==> src/rtl/multicycle_controller.sv <==
// Multi-cycle RV32I control FSM (R-type, I-ALU, load, store) over a shared memory with ready handshake.
// Optional macro ILLEGAL_TRAP_EN: unsupported opcodes trap (TRAP state) instead of retiring as NOPs.
module multicycle_controller #(
  parameter int OPCODE_W = 7,
  parameter int CNT_W    = 32
) (
  input  logic                clk,
  input  logic                rst_n,
  input  logic [OPCODE_W-1:0] Opcode,
  input  logic                MemReady,
  input  logic                Stall,
  output logic                IRWrite,
  output logic                PCWrite,
  output logic                IorD,
  output logic                MemRead,
  output logic                MemWrite,
  output logic                ALUSrcA,
  output logic [1:0]          ALUSrcB,
  output logic [1:0]          ALUOp,
  output logic                MemtoReg,
  output logic                RegWrite,
  output logic                InstrRetired,
  output logic [CNT_W-1:0]    RetireCount,
  output logic                IllegalInstr
);

  typedef enum logic [2:0] {
    S_IDLE, S_FETCH, S_DECODE, S_EXEC, S_MEM, S_WB
`ifdef ILLEGAL_TRAP_EN
    , S_TRAP
`endif
  } state_e;

  typedef enum logic [2:0] {
    C_NONE, C_R, C_IALU, C_LOAD, C_STORE, C_ILLEGAL
  } class_e;

  function automatic class_e decode_class(input logic [OPCODE_W-1:0] op);
    if (op == OPCODE_W'(7'b0110011))      return C_R;
    else if (op == OPCODE_W'(7'b0010011)) return C_IALU;
    else if (op == OPCODE_W'(7'b0000011)) return C_LOAD;
    else if (op == OPCODE_W'(7'b0100011)) return C_STORE;
    else                                  return C_ILLEGAL;
  endfunction

  state_e           state_q, state_d;
  class_e           class_q, class_d;
  logic [CNT_W-1:0] count_q, count_d;
  logic             retire_s;
  logic             iord_q, iord_d, mem_read_q, mem_read_d, mem_write_q, mem_write_d;
  logic             alu_src_a_q, alu_src_a_d, mem_to_reg_q, mem_to_reg_d;
  logic             reg_write_q, reg_write_d, illegal_q, illegal_d;
  logic [1:0]       alu_src_b_q, alu_src_b_d, alu_op_q, alu_op_d;

  // Next state, class latch and retire detection.
  always_comb begin
    state_d  = state_q;
    class_d  = class_q;
    retire_s = 1'b0;
    case (state_q)
      S_IDLE: begin
        if (!Stall) state_d = S_FETCH;
        else        state_d = S_IDLE;
      end
      S_FETCH: begin
        if (MemReady) state_d = S_DECODE;
        else          state_d = S_FETCH;
      end
      S_DECODE: begin
        class_d = decode_class(Opcode);
        if (class_d == C_ILLEGAL) begin
`ifdef ILLEGAL_TRAP_EN
          state_d = S_TRAP;
`else
          retire_s = 1'b1;
          state_d  = Stall ? S_IDLE : S_FETCH;
`endif
        end else begin
          state_d = S_EXEC;
        end
      end
      S_EXEC: begin
        if (class_q == C_LOAD || class_q == C_STORE) state_d = S_MEM;
        else                                         state_d = S_WB;
      end
      S_MEM: begin
        if (!MemReady) begin
          state_d = S_MEM;
        end else if (class_q == C_STORE) begin
          retire_s = 1'b1;
          state_d  = Stall ? S_IDLE : S_FETCH;
        end else begin
          state_d = S_WB;
        end
      end
      S_WB: begin
        retire_s = 1'b1;
        state_d  = Stall ? S_IDLE : S_FETCH;
      end
`ifdef ILLEGAL_TRAP_EN
      S_TRAP: state_d = S_TRAP;
`endif
      default: state_d = S_IDLE;
    endcase
  end

  // Moore outputs are decoded from the upcoming state so they are registered alongside it.
  always_comb begin
    iord_d      = 1'b0;
    mem_read_d  = 1'b0;
    mem_write_d = 1'b0;
    alu_src_a_d = 1'b0;
    alu_src_b_d = 2'b00;
    alu_op_d    = 2'b00;
    mem_to_reg_d = 1'b0;
    reg_write_d = 1'b0;
    illegal_d   = 1'b0;
    case (state_d)
      S_FETCH: begin
        mem_read_d  = 1'b1;
        alu_src_b_d = 2'b01;
        alu_op_d    = 2'b01;
      end
      S_EXEC: begin
        alu_src_a_d = 1'b1;
        case (class_d)
          C_R:     begin alu_src_b_d = 2'b00; alu_op_d = 2'b10; end
          C_IALU:  begin alu_src_b_d = 2'b10; alu_op_d = 2'b00; end
          C_LOAD,
          C_STORE: begin alu_src_b_d = 2'b10; alu_op_d = 2'b01; end
          default: begin alu_src_b_d = 2'b00; alu_op_d = 2'b00; end
        endcase
      end
      S_MEM: begin
        iord_d      = 1'b1;
        alu_src_a_d = 1'b1;
        alu_src_b_d = 2'b10;
        alu_op_d    = 2'b01;
        mem_read_d  = (class_d == C_LOAD);
        mem_write_d = (class_d == C_STORE);
      end
      S_WB: begin
        reg_write_d  = 1'b1;
        mem_to_reg_d = (class_d == C_LOAD);
      end
`ifdef ILLEGAL_TRAP_EN
      S_TRAP: illegal_d = 1'b1;
`endif
      default: illegal_d = 1'b0;
    endcase
  end

  assign count_d = count_q + CNT_W'(retire_s);

  // State, class, output and counter registers.
  always_ff @(posedge clk or negedge rst_n) begin
    if (!rst_n) begin
      state_q      <= S_IDLE;
      class_q      <= C_NONE;
      count_q      <= '0;
      iord_q       <= 1'b0;
      mem_read_q   <= 1'b0;
      mem_write_q  <= 1'b0;
      alu_src_a_q  <= 1'b0;
      alu_src_b_q  <= 2'b00;
      alu_op_q     <= 2'b00;
      mem_to_reg_q <= 1'b0;
      reg_write_q  <= 1'b0;
      illegal_q    <= 1'b0;
    end else begin
      state_q      <= state_d;
      class_q      <= class_d;
      count_q      <= count_d;
      iord_q       <= iord_d;
      mem_read_q   <= mem_read_d;
      mem_write_q  <= mem_write_d;
      alu_src_a_q  <= alu_src_a_d;
      alu_src_b_q  <= alu_src_b_d;
      alu_op_q     <= alu_op_d;
      mem_to_reg_q <= mem_to_reg_d;
      reg_write_q  <= reg_write_d;
      illegal_q    <= illegal_d;
    end
  end

  // IR/PC load and retire depend on this cycle's handshake, so they stay combinational.
  assign IRWrite      = (state_q == S_FETCH) && MemReady;
  assign PCWrite      = (state_q == S_FETCH) && MemReady;
  assign InstrRetired = retire_s;
  assign RetireCount  = count_q;
  assign IorD         = iord_q;
  assign MemRead      = mem_read_q;
  assign MemWrite     = mem_write_q;
  assign ALUSrcA      = alu_src_a_q;
  assign ALUSrcB      = alu_src_b_q;
  assign ALUOp        = alu_op_q;
  assign MemtoReg     = mem_to_reg_q;
  assign RegWrite     = reg_write_q;
  assign IllegalInstr = illegal_q;

endmodule
==> config.mk <==
export PLATFORM = sky130hd
export DESIGN_NAME = multicycle_controller
export DESIGN_NICKNAME = d
export VERILOG_FILES = /design/src/rtl/multicycle_controller.sv
export SDC_FILE = /design/constraint.sdc
export NUM_CORES = 1
export LEC_CHECK = 0
export CAP_MARGIN = 15
export CORE_MARGIN = 1.5
export CORE_UTILIZATION = 48
export DETAILED_ROUTE_END_ITERATION = 16
export PLACE_DENSITY = 0.83
export SLEW_MARGIN = 20
export SYNTH_ARGS = -nofsm -noshare
export SYNTH_HDL_FRONTEND = slang
export SYNTH_SLANG_ARGS = --single-unit
==> constraint.sdc <==
create_clock -name clk -period 3.6 [get_ports clk]
set_clock_uncertainty 0.15 [all_clocks]
set_input_delay 0.36 -clock clk [delete_from_list [all_inputs] [get_ports clk]]
set_output_delay 0.36 -clock clk [all_outputs]
set_load 0.01 [all_outputs]
==> key figures <==
Floorplanning
  – Initial Util: 50.1%
  – Die height: 70.7 µm
  – Core Footprint: 4380 µm²
  – Die area: about 5000 µm²
  – Ports: between 50 and 60
  – Die X: 70.7 µm
  – Row cnt: 24

Place
  – Hpwl dp: around 3200 µm
  – IO Port Bufs: 55
  – GPL Wtd Cong: between 0.9 and 1

Clock network
  – TritonCTS clock tree: yes
  – CTS root buf: clkbuf_8
  – H-tree depth: 2
  – Clock buffer depth: 2
  – Postcts setup bufs: 0
  – Clock sinks: 48
  – CTS Buf Count: 5
  – Skew-Pair Late Insertion Delay: about 0.30 ns
  – CTS clock-pin slew for the worst setup and hold paths: about 0.080 ns

Setup path
  – WS Path Type: flip-flop to flip-flop
  – Reg-to-reg setup timing slack: 0.42 ns
  – Worst Path Arrival: about 3.3 ns
  – Crit path buf inv count: 0
  – Maximum net fanout on the critical path: 12
  – Crit start category: flip-flop
  – Worst EP required: between 3 and 4 ns
  – Worst stage delay on the critical path: roughly 0.6 ns
  – Crit path max-delay family: simple AND/OR/NAND/NOR gates
  – Crit. End Element: flip-flop
  – Slowest-stage cell, CP: or3b_2
  – CP Cell Sequence: or3b_2 > o22ai_1 > ha_1 > nand2_1 > or4_1 > or3_4 > nor2_2 > xor2_1

Synth
  – Syn_area_per_cell: 10.7 µm²
  – Syn_nets: about 220
  – Synth cell types: 40
  – Seq/Total Area, Yosys: approximately 55%
  – Cells after Synth: ~200
  – Synthesized cell area: about 2200 µm²
  – Synth Register Bits: 48
  – Syn. warnings: 0

Drt
  – Antenna viol nets, final: 0
  – 1st-pass router iterations: 4
  – Vias per cell: around 5.4
  – # DRC: 0
  – Routed vias: between 1500 and 2000
  – Metal3 WL: 251 µm
  – WL met2: about 2200 µm
  – Iter 0 DRT Violations: 90
  – DR top layer: met4
  – WL/cell: 13.9 µm
  – DRT Wirelength: around 4400 µm
  – Met1 WL: 1910 µm

Global routing
  – Gr usage total: a little under a fifth
  – Initial antenna violation count: 0
  – Vias in the first global route: between 1500 and 2000
  – Largest net degree at the start of global routing: 49
  – Grt ovf: 0
  – First-pass GRT wire length: ~7600 µm

Job
  – Maximum capacitance violations: 0

Power
  – Total chip power: roughly 1600 µW
  – Switching Share: between 30% and 40%
  – Gate power share: just under 30%
  – Reg power frac: a little under half
  – Int Pwr: roughly 1100 µW
  – Psw: slightly below 500 µW
  – Pwr dens: between 500 and 600 nW/µm²
  – LEAKAGE: around 0.0013 µW
  – Clk pwr share: between 20% and 30%
  – Peak VDD IR: around 0.00040 V

Timing
  – Slew Viols, Final: 0
  – Measured slew at the worst slew-check pin: about 0.63 ns
  – RSZ-0062 raised after global routing: no
  – Final setup violating endpoints: 0
  – Final Critical Period: 3.18 ns
  – Endpoints failing hold: 0
  – Setup tns final: 0 ns
  – Max_slew headroom: a little under 60%
  – Fmax: about 310 MHz
  – Final period util: about nine tenths

Layout
  – Layout area overhead: 33.0%
  – Fin nets: 280
  – Layout cell share with drive strength beyond 1: slightly above 7%
  – Commonest non-fill, non-tap cells in the layout: 54 x clkdlybuf4s50_1, 48 x dfrtp_1, 20 x xnor2_1
  – Commonest non-fill, non-tap cell in the layout: clkdlybuf4s50_1
  – N_diodes: 0
  – Final core occ: approximately two thirds

Hold path
  – Hold crit path type: flip-flop to flip-flop

Run status
  – Status: finished, final reports clean
-- synth_stat cells (all sizes together) --
master,count,area share [%]
and2,6,1.8
a21boi,1,0.34
clkbuf,2,0.34
xnor2,20,8.0
nand2,19,3.2
nand4bb,1,0.51
nor3b,2,0.68
xor2,11,4.4
nor3,4,0.91
nor2b,3,0.85
nand2b,4,1.1
buf,3,0.91
ha,2,1.1
or3b,1,0.40
nand4,10,3.1
or3,1,0.51
and3b,1,0.40
a31oi,1,0.28
inv,5,0.85
conb,1,0.17
a311o,1,0.46
and4,5,2.0
mux2i,1,0.46
and3,4,1.1
o31ai,1,0.34
nor4,2,0.57
or4,1,0.34
o221ai,1,0.40
a211o,1,0.40
nor2,16,3.1
dfrtp,48,55
nand3,11,2.5
o22ai,1,0.28
a21oi,8,1.8
o21ai,7,1.6
-- flip-flops by register name (all words and copies together), names as in the netlist --
name         flops
state_q          3
IorD             1
ALUSrcB          2
MemtoReg         1
MemRead          1
RegWrite         1
class_q          3
MemWrite         1
ALUOp            2
RetireCount     32
ALUSrcA          1
-- what timing repair did --
action	CTS	global route
gates resized for setup	0	0
hold buffers	0	1
endpoints found under the hold margin	0	48
-- cell families after synthesis --
logic type | synth area share, %
compound gates | 5.92
xor+xnor | 12.4
fa+ha+maj | 1.14
buf+inv | 2.11
flops | 54.6
mux | 0.455
other cells | 0.171
simple gates | 23.2
-- final cells by class --
class                      instances  area, µm²
clock inverter                     2       35.0
clock buffer                       6       72.6
multi-input combinational        148        951
fill                             356       1460
sequential                        48       1200
inverter                           5       18.8
timing repair buffer              59        581
tap                               52       65.1
-- final timing paths --
kind                       cells after the start                       from                   endpoint
max                                            8       state_q[0]$_DFF_PN0_  RetireCount[29]$_DFF_PN0_
min in group asynchronous                      2                      rst_n  RetireCount[27]$_DFF_PN0_
min reg2reg                                    1  RetireCount[31]$_DFF_PN0_  RetireCount[31]$_DFF_PN0_
min                                            1  RetireCount[31]$_DFF_PN0_  RetireCount[31]$_DFF_PN0_
max reg2reg                                    8       state_q[0]$_DFF_PN0_  RetireCount[29]$_DFF_PN0_
max in group asynchronous                      2                      rst_n   RetireCount[9]$_DFF_PN0_
-- power by group through the flow --
stage / Combinational (µW) / Sequential [µW] / Clock [µW]
final: 456 / 719 / 378
after global routing: 510 / 733 / 417
after CTS: 460 / 717 / 386
after detailed placement: 454 / 726 / 0
after global placement: 445 / 724 / 0
after floorplan: 228 / 729 / 0
-- metrics by stage --
stage	setup slack, ns	area, µm²	hold WS (ns)	cells
finish	0.418	2920	0.326	320
global route	0.249	2920	0.348	320
global placement	0.479	2800	0.309	311
detailed placement	0.397	2800	0.315	311
floorplan	0.578	2200	-0.0856	206
CTS	0.420	2910	0.132	319
-- layer usage --
layer  up-vias  global-route usage [%]
li1        832                       -
met3         9                    3.99
met2        55                    31.8
met4         0                    8.18
met5         -                       0
met1       828                    24.4
-- worst register-to-register path, cell delays in order (launching register included) --
cell and delay (ns):
dfrtp_1 0.51, or3b_2 0.61, o22ai_1 0.22, ha_1 0.29, nand2_1 0.13, or4_1 0.53
or3_4 0.41, nor2_2 0.11, xor2_1 0.15
Note: power is estimated with default switching activity, not from simulation.
